**src/rtl/state_receiver_pkg.sv**
```systemverilog
// Shared frame types for the state_transmitter/state_receiver link.
// data_t is the 89-bit player state word carried MSB-first on the serial wire.
`timescale 1ns/1ps
package state_receiver_pkg;

    typedef struct packed {
        logic [10:0] x;
        logic [9:0]  y;
    } location_t;

    typedef struct packed {
        logic [2:0] flags;
        location_t  loc_a;
        location_t  loc_b;
        location_t  loc_c;
        logic [1:0] mode;
        location_t  loc_d;
    } data_t;

    localparam int DATA_WIDTH = $bits(data_t);

    // Wire length of one frame: payload plus an optional trailing parity bit.
    function automatic int frame_bits(input int payload_bits, input bit with_parity);
        return payload_bits + (with_parity ? 1 : 0);
    endfunction

endpackage

```
**src/rtl/state_receiver_sync_2ff.sv**
```systemverilog
// sync_2ff: per-bit two-flop synchronizer for signals crossing into clk.
// Both stages clear on srst so edge detection downstream starts from a known low.
`timescale 1ns/1ps
module sync_2ff #(
    parameter int WIDTH = 1
) (
    input  logic             clk,
    input  logic             srst,
    input  logic [WIDTH-1:0] async_in,
    output logic [WIDTH-1:0] sync_out
);

    genvar gi;
    generate
        for (gi = 0; gi < WIDTH; gi++) begin : g_bit
            logic [1:0] stage_q;
            logic [1:0] stage_d;

            always_comb begin
                stage_d = {stage_q[0], async_in[gi]};
            end

            always_ff @(posedge clk) begin
                if (srst) begin
                    stage_q <= '0;
                end else begin
                    stage_q <= stage_d;
                end
            end

            assign sync_out[gi] = stage_q[1];
        end
    endgenerate

endmodule

```
**src/rtl/state_receiver.sv**
```systemverilog
// state_receiver: captures sel-framed serial words from a remote state_transmitter.
// Define RECEIVER_PARITY_EN to expect a trailing even-parity bit after the payload.
`timescale 1ns/1ps
module state_receiver
    import state_receiver_pkg::*;
#(
    parameter int DATA_WIDTH = state_receiver_pkg::DATA_WIDTH
) (
    input  logic                  clk_pixel_in,
    input  logic                  rst_in,
    input  logic                  data_in,
    input  logic                  data_clk_in,
    input  logic                  sel_in,
    output logic [DATA_WIDTH-1:0] player_data_out,
    output logic                  player_data_out_valid,
    output logic                  frame_error_out,
    output logic                  busy_out
);

`ifdef RECEIVER_PARITY_EN
    localparam bit PARITY_EN = 1'b1;
`else
    localparam bit PARITY_EN = 1'b0;
`endif
    localparam int FRAME_LEN = frame_bits(DATA_WIDTH, PARITY_EN);
    localparam int CNT_MAX   = DATA_WIDTH + 2;
    localparam int CNT_W     = $clog2(CNT_MAX + 1);

    typedef enum logic [1:0] {
        ST_IDLE,
        ST_RECEIVE,
        ST_CHECK
    } state_t;

    logic [2:0] sync_vec;
    logic       data_sync;
    logic       dclk_sync;
    logic       sel_sync;

    sync_2ff #(.WIDTH(3)) u_sync (
        .clk      (clk_pixel_in),
        .srst     (rst_in),
        .async_in ({data_in, data_clk_in, sel_in}),
        .sync_out (sync_vec)
    );

    assign data_sync = sync_vec[2];
    assign dclk_sync = sync_vec[1];
    assign sel_sync  = sync_vec[0];

    state_t                  state_q, state_d;
    logic [FRAME_LEN-1:0]    shift_q, shift_d;
    logic [CNT_W-1:0]        cnt_q, cnt_d;
    logic                    dclk_prev_q, dclk_prev_d;
    logic                    sel_prev_q, sel_prev_d;
    logic [1:0]              flush_q, flush_d;
    logic                    armed_q, armed_d;
    logic                    res_ok_q, res_ok_d;
    logic                    res_err_q, res_err_d;
    logic [DATA_WIDTH-1:0]   res_word_q, res_word_d;
    logic [DATA_WIDTH-1:0]   data_out_q, data_out_d;
    logic                    valid_q, valid_d;
    logic                    err_q, err_d;

    logic                    dclk_rise;
    logic                    sel_rise;
    logic                    sel_fall;
    logic                    frame_ok;
    logic [DATA_WIDTH-1:0]   payload;

    assign dclk_rise = dclk_sync & ~dclk_prev_q;
    assign sel_rise  = sel_sync & ~sel_prev_q;
    assign sel_fall  = ~sel_sync & sel_prev_q;

`ifdef RECEIVER_PARITY_EN
    assign payload  = shift_q[FRAME_LEN-1:1];
    assign frame_ok = (cnt_q == CNT_W'(FRAME_LEN)) && ((^payload) == shift_q[0]);
`else
    assign payload  = shift_q;
    assign frame_ok = (cnt_q == CNT_W'(FRAME_LEN));
`endif

    // A sel already high when reset releases must not open a frame: arm only
    // once the synchronizer has flushed and sel has been seen low.
    always_comb begin
        flush_d = (flush_q == 2'd2) ? flush_q : flush_q + 2'd1;
        armed_d = armed_q | ((flush_q == 2'd2) && !sel_sync);
    end

    always_comb begin
        state_d     = state_q;
        shift_d     = shift_q;
        cnt_d       = cnt_q;
        res_ok_d    = 1'b0;
        res_err_d   = 1'b0;
        res_word_d  = res_word_q;
        dclk_prev_d = dclk_sync;
        sel_prev_d  = sel_sync;
        case (state_q)
            ST_IDLE: begin
                if (sel_rise && armed_q) begin
                    state_d = ST_RECEIVE;
                    shift_d = '0;
                    cnt_d   = '0;
                end
            end
            ST_RECEIVE: begin
                // The sel fall wins over a data_clk edge seen in the same cycle.
                if (sel_fall) begin
                    state_d = ST_CHECK;
                end else if (dclk_rise) begin
                    shift_d = {shift_q[FRAME_LEN-2:0], data_sync};
                    if (cnt_q != CNT_W'(CNT_MAX)) begin
                        cnt_d = cnt_q + CNT_W'(1);
                    end
                end
            end
            ST_CHECK: begin
                state_d    = ST_IDLE;
                res_ok_d   = frame_ok;
                res_err_d  = ~frame_ok;
                res_word_d = payload;
            end
            default: begin
                state_d = ST_IDLE;
            end
        endcase
    end

    // Result is staged one cycle before the outputs so the response lands at a
    // fixed four-cycle latency from the sel fall reaching the first flop.
    always_comb begin
        data_out_d = res_ok_q ? res_word_q : data_out_q;
        valid_d    = res_ok_q;
        err_d      = res_err_q;
    end

    always_ff @(posedge clk_pixel_in) begin
        if (rst_in) begin
            state_q     <= ST_IDLE;
            shift_q     <= '0;
            cnt_q       <= '0;
            dclk_prev_q <= 1'b0;
            sel_prev_q  <= 1'b0;
            flush_q     <= 2'd0;
            armed_q     <= 1'b0;
            res_ok_q    <= 1'b0;
            res_err_q   <= 1'b0;
            res_word_q  <= '0;
            data_out_q  <= '0;
            valid_q     <= 1'b0;
            err_q       <= 1'b0;
        end else begin
            state_q     <= state_d;
            shift_q     <= shift_d;
            cnt_q       <= cnt_d;
            dclk_prev_q <= dclk_prev_d;
            sel_prev_q  <= sel_prev_d;
            flush_q     <= flush_d;
            armed_q     <= armed_d;
            res_ok_q    <= res_ok_d;
            res_err_q   <= res_err_d;
            res_word_q  <= res_word_d;
            data_out_q  <= data_out_d;
            valid_q     <= valid_d;
            err_q       <= err_d;
        end
    end

    assign player_data_out       = data_out_q;
    assign player_data_out_valid = valid_q;
    assign frame_error_out       = err_q;
    assign busy_out              = (state_q == ST_RECEIVE);

endmodule

```
**config.mk**
```make
export PLATFORM = sky130hd
export DESIGN_NAME = state_receiver
export DESIGN_NICKNAME = d
export VERILOG_FILES = /design/src/rtl/state_receiver_pkg.sv /design/src/rtl/state_receiver_sync_2ff.sv /design/src/rtl/state_receiver.sv
export SDC_FILE = /design/constraint.sdc
export NUM_CORES = 1
export LEC_CHECK = 0
export BUFFER_PORTS_ARGS = -buffer_cell sky130_fd_sc_hd__buf_2
export CORE_MARGIN = 4
export CORE_UTILIZATION = 55
export DETAILED_ROUTE_END_ITERATION = 16
export PLACE_DENSITY_LB_ADDON = 0.12
export REMOVE_ABC_BUFFERS = 1
export SYNTH_ARGS = -nofsm -noshare
export SYNTH_HDL_FRONTEND = slang
export SYNTH_HIERARCHICAL = 1
export SYNTH_SLANG_ARGS = --single-unit
```
**constraint.sdc**
```tcl
create_clock -name clk_pixel_in -period 2.6 [get_ports clk_pixel_in]
set_input_delay 0.78 -clock clk_pixel_in [delete_from_list [all_inputs] [get_ports clk_pixel_in]]
set_output_delay 0.78 -clock clk_pixel_in [all_outputs]
set_load 0.02 [all_outputs]
```
# Word-level counts from Yosys, hierarchy flattened
# Index checks and enable logic that the tools add are counted.
# word_totals
output_inout_bits,92
regBits,291
wordCells,58
input_bits,5
# op_classes
n_eq_ne,10
muxes,12
bitwise_logic,9
add_sub_neg,2
n_reduce_logical,9
# op_table
operator,count
$mux 89,3
$pmux 89 s2,1
$mux 7,4
$pmux 7 s2,1
$add 7x1->7 const B,1
$eq 7x7->1 const B,1
$ne 7x7->1 const B,1
$ne 2x1->1 const B,3
$not 1->1,5
$reduce_and 5->1,1
$eq 2x2->1 const B,2
$mux 2,2
$ne 2x2->1 const B,2
$pmux 2 s2,1
$reduce_and 4->1,1
$and 1x1->1,3
$add 2x1->2 const B,1
$eq 2x1->1 const B,1
$logic_and 1x1->1,2
$logic_not 2->1,1
$reduce_and 2->1,1
$reduce_bool 2->1,1
$reduce_or 2->1,1
$logic_not 1->1,1
$or 1x1->1,1

# Logic depth before layout (Yosys ltp)
# depth
depth_word,5
depth_mapped,7
mapped_depth_nobuf,5

# Hierarchy
# The synthesis kept the hierarchy.
# by_module_without_submodules
mod,seq_area_each_um2,n_inst,cells_per_inst,area_per_inst_um2
state_receiver,5705.5,1,1155,10093.4
sync_2ff,120.1,1,15,180.2

# Worst setup path before layout
# Ideal clock, no wire load.
# synth_path
path_kind,reg2out
startpoint,register state_q[0]
endpoint,output busy_out
required_ps,1820
stages_incl_launch_ff,4
slack_ps,817
arrival_ps,1003
n_path_buf,1
path_cell_list,dfxtp_1 nand2b_1 inv_2 clkbuf_1
# synth_between
elab_chain_len,1
# synth_lines
element,line_no,rtl
"start, declared",state_receiver.sv:51,"state_t state_q, state_d;"
"start signal, assigned",state_receiver.sv:154,state_q <= state_d;
$eq 2x1->1,state_receiver.sv:173,assign busy_out = (state_q == ST_RECEIVE);
"end, declared",state_receiver.sv:17,output logic busy_out
# Every way passes these cells.

# Final worst setup path
# layout_path
startpoint,register state_q[1]
endpoint,output busy_out
# Same word-level chain as after synthesis.

==> metrics.md <==
| Metric | Value |
|---|---|
| Status | completed |
| Initial DRC count | 528 |
| Yosys cell types | 33 |
| Num ports | 97 |
| Post-route clock period utilization | 89.8% |
| #FFs+latches synth | 291 |
| Hpwl dp | 11800 um |
| Setup ws final | 0.266 ns |
| DP Worst Slack | 0.646 ns |
| Met1 usage | 27.2% |
| Initial antenna violation count | 0 |
| Via count | 7774 |
| Synthesized area | 10300 sq um |
| Grt total ovfl | 0 |
| Critical path endpoint category | output pin |
| Drt first pass iters | 5 |
| Final Skew | 0.0152 ns |
| Initial Utilization | 56.6% |
| Area grow syn2layout | 16.6% |
| Slowest cell on crit path | dfxtp_1 |
| Largest net degree at the start of global routing | 112 |
| GRT Util Overall | 19.8% |
| H-tree levels | 1 |
| Sequential cell area fraction in the yosys report | 56.7% |
| CP cell instances | nand2b_1 -> clkinv_2 -> buf_2 |
| Fin area | 12000 sq um |
| WS Path Type | reg -> out |
| # resized after CTS | 0 |
| Per-cell routed wire length | 13.9 um |
| Avg Inst Size Synth | 8.78 sq um |
| Pwr dens | 769 nW/um^2 |
| Setup violators final | 0 |
| Post-CTS Setup Repair Bufs | 0 |
| CP max stage delay | 0.45 ns |
| Root Buffer | clkbuf_16 |
| Share of post-route cells with drive strength above 1 | 13.7% |
| Core area | 18100 sq um |
| DRC | 0 |
| Worst-margin pin slew | 0.728 ns |
| Post-Synthesis Cells | 1170 |
| Top Usage Layer GRT | met2 |
| Number of global-route vias before repair | 7428 |
| CP max FO | 6 |
| Worst min-delay path class | reg -> reg |
| DIE HEIGHT | 145 um |
| Worst-Skew Late Latency | 0.54 ns |
| Die width | 145 um |
| Final Max Slew Viols | 0 |
| Std cell rows | 49 |
| DP Area | 10900 sq um |
| CTS tree | yes |
| GP Congestion | 0.722 |
| Worst Path Arrival | 1.55 ns |
| Total clock sinks | 291 |
| Buffers on Ports | 96 |
| RSZ-0062 raised after global routing | false |
| First-pass GRT wire length | 35200 um |
| Ant. Diodes | 0 |
| Fin. Hold Viols | 0 |
| DRT antenna net count | 0 |
| Worst slew margin | 51.4% |
| Number of max-cap violations | 0 |
| Critical Path RT | 1.82 ns |
| Met3 Resource Use GR | 3.58% |
| Yosys warns | 6 |
| Max Buffers Root-to-Sink | 3 |
| Vias per cell | 5.28 |
| Minimum clock period | 2.33 ns |
| Final nets | 1231 |
| Max Freq | 428 MHz |
| Fillers | 1534 |
| CTS Buf Count | 29 |
| Worst IR drop on VDD | 0.549 mV |
| Met2 Resource Use GR | 33.2% |
| Die area | 20900 sq um |
| Clk pin slew, worst setup/hold paths | 0.06 ns |
| P_leak | 0.00426 uW |
| Startpoint types | flop |
| Routed wire length | 20400 um |
| CTS Hold Bufs | 0 |
synthesized netlist by cell type:
library cell | n | share of area [%]
or3_1 | 2 | 0.12
a41oi_1 | 1 | 0.085
and2b_1 | 1 | 0.073
ha_1 | 3 | 0.37
a31oi_1 | 2 | 0.12
nand2_1 | 271 | 9.9
buf_1 | 7 | 0.26
o22ai_1 | 1 | 0.061
dfxtp_1 | 291 | 57
nor3_1 | 4 | 0.19
nor2b_1 | 10 | 0.61
mux2i_1 | 89 | 8.7
o22a_1 | 1 | 0.085
a21oi_1 | 184 | 9.0
and3_1 | 2 | 0.12
nor3b_1 | 3 | 0.22
or2_1 | 1 | 0.061
buf_4 | 5 | 0.37
o21ai_0 | 2 | 0.097
nand2b_1 | 5 | 0.30
nand3_1 | 92 | 4.5
clkbuf_1 | 50 | 1.8
o32ai_1 | 1 | 0.085
nand4b_1 | 2 | 0.17
buf_2 | 32 | 1.6
nand3b_1 | 1 | 0.073
nand4bb_4 | 1 | 0.27
o22ai_4 | 1 | 0.19
a211oi_1 | 2 | 0.15
inv_2 | 1 | 0.037
xor2_1 | 1 | 0.085
nor2_1 | 98 | 3.6
inv_1 | 3 | 0.11
per-layer routing:
metal  vias to the layer above  part of all wire [%]
li1                       3988                     -
met1                      3622                    48
met2                       137                    46
met3                        27                   4.6
met4                         0                   1.5
met5                         -                     0
stage by stage:
step / hold slack, ns / power [uW] / setup TNS [ns] / util [%] / cells
6_report: 0.438 / 9210 / 0 / 66.0 / 1473
5_1_grt: 0.459 / 9520 / 0 / 66.0 / 1473
4_1_cts: 0.446 / 9310 / 0 / 66.0 / 1473
3_5_place_dp: 0.439 / 4830 / 0 / 60.3 / 1421
3_3_place_gp: 0.424 / 4820 / 0 / 60.3 / 1421
2_1_floorplan: 0.414 / 4690 / -178.70 / - / 1076
sequential cells by signal, indices dropped and copies added, names as in the netlist, 2 cells and up:
signal,flops
flush_q,2
player_data_out,89
u_sync/g_bit.stage_q,6
res_word_q,89
payload,89
state_q,2
cnt_q,7
worst paths after layout:
| kind | startpoint | end | slack (ns) | cells past startpoint |
|---|---|---|---|---|
| max reg2reg | state_q[0]$_SDFFE_PP0P_ | payload[6]$_SDFFE_PP0P_ | 0.77 | 5 |
| min | u_sync/g_bit[2].stage_q[0]$_SDFF_PP0_ | u_sync/g_bit[2].stage_q[1]$_SDFF_PP0_ | 0.44 | 1 |
| max | state_q[1]$_SDFFE_PP0P_ | busy_out | 0.27 | 3 |
| min reg2reg | u_sync/g_bit[2].stage_q[0]$_SDFF_PP0_ | u_sync/g_bit[2].stage_q[1]$_SDFF_PP0_ | 0.44 | 1 |
worst max-delay path: cells and delay by family, from the launching register on:
family,cells,cell delay [ns]
and+or+nand+nor,1,0.26
buffers and inverters,2,0.31
DFF,1,0.45
cell usage in the layout, fill, tap and decap left out, drive strengths merged, types with 2 or more instances in the layout:
master,count
nor2,98
nand2b,5
bufinv,7
inv,4
nor3,4
o22ai,2
a211oi,2
mux2i,89
buf,116
nor2b,10
nor3b,3
clkbuf,36
nand2,271
a31oi,2
ha,3
clkinv,9
dfxtp,291
a21oi,184
o21ai,2
nand3,92
nand4b,2
or3,2
and3,2
layout make-up:
type	count	area (sq um)	share of cell area, %
inverter	4	16.3	0.136
clock inverter	16	259	2.16
sequential	291	5830	48.6
multi-input combinational	781	4050	33.8
timing repair buffer	116	766	6.39
clock buffer	36	782	6.53
tap	229	287	2.39
power breakdown:
| part | leakage (uW) | internal, uW | switching [uW] |
|---|---|---|---|
| combinational | 0.00139 | 63.3 | 163 |
| clock | 0.000518 | 2820 | 1670 |
| sequential | 0.00235 | 4480 | 15.0 |
kinds of logic after synthesis:
| family | after synthesis | synth area share, % |
|---|---|---|
| buffers and inverters | 98 | 4.15 |
| muxes | 89 | 8.67 |
| and+or+nand+nor | 493 | 20.2 |
| xor gates and xnor gates | 1 | 0.0853 |
| adders and majority gates | 3 | 0.365 |
| AOI/OAI and AO/OA | 195 | 9.84 |
| DFF | 291 | 56.7 |
(Power assumes the default switching activity.)
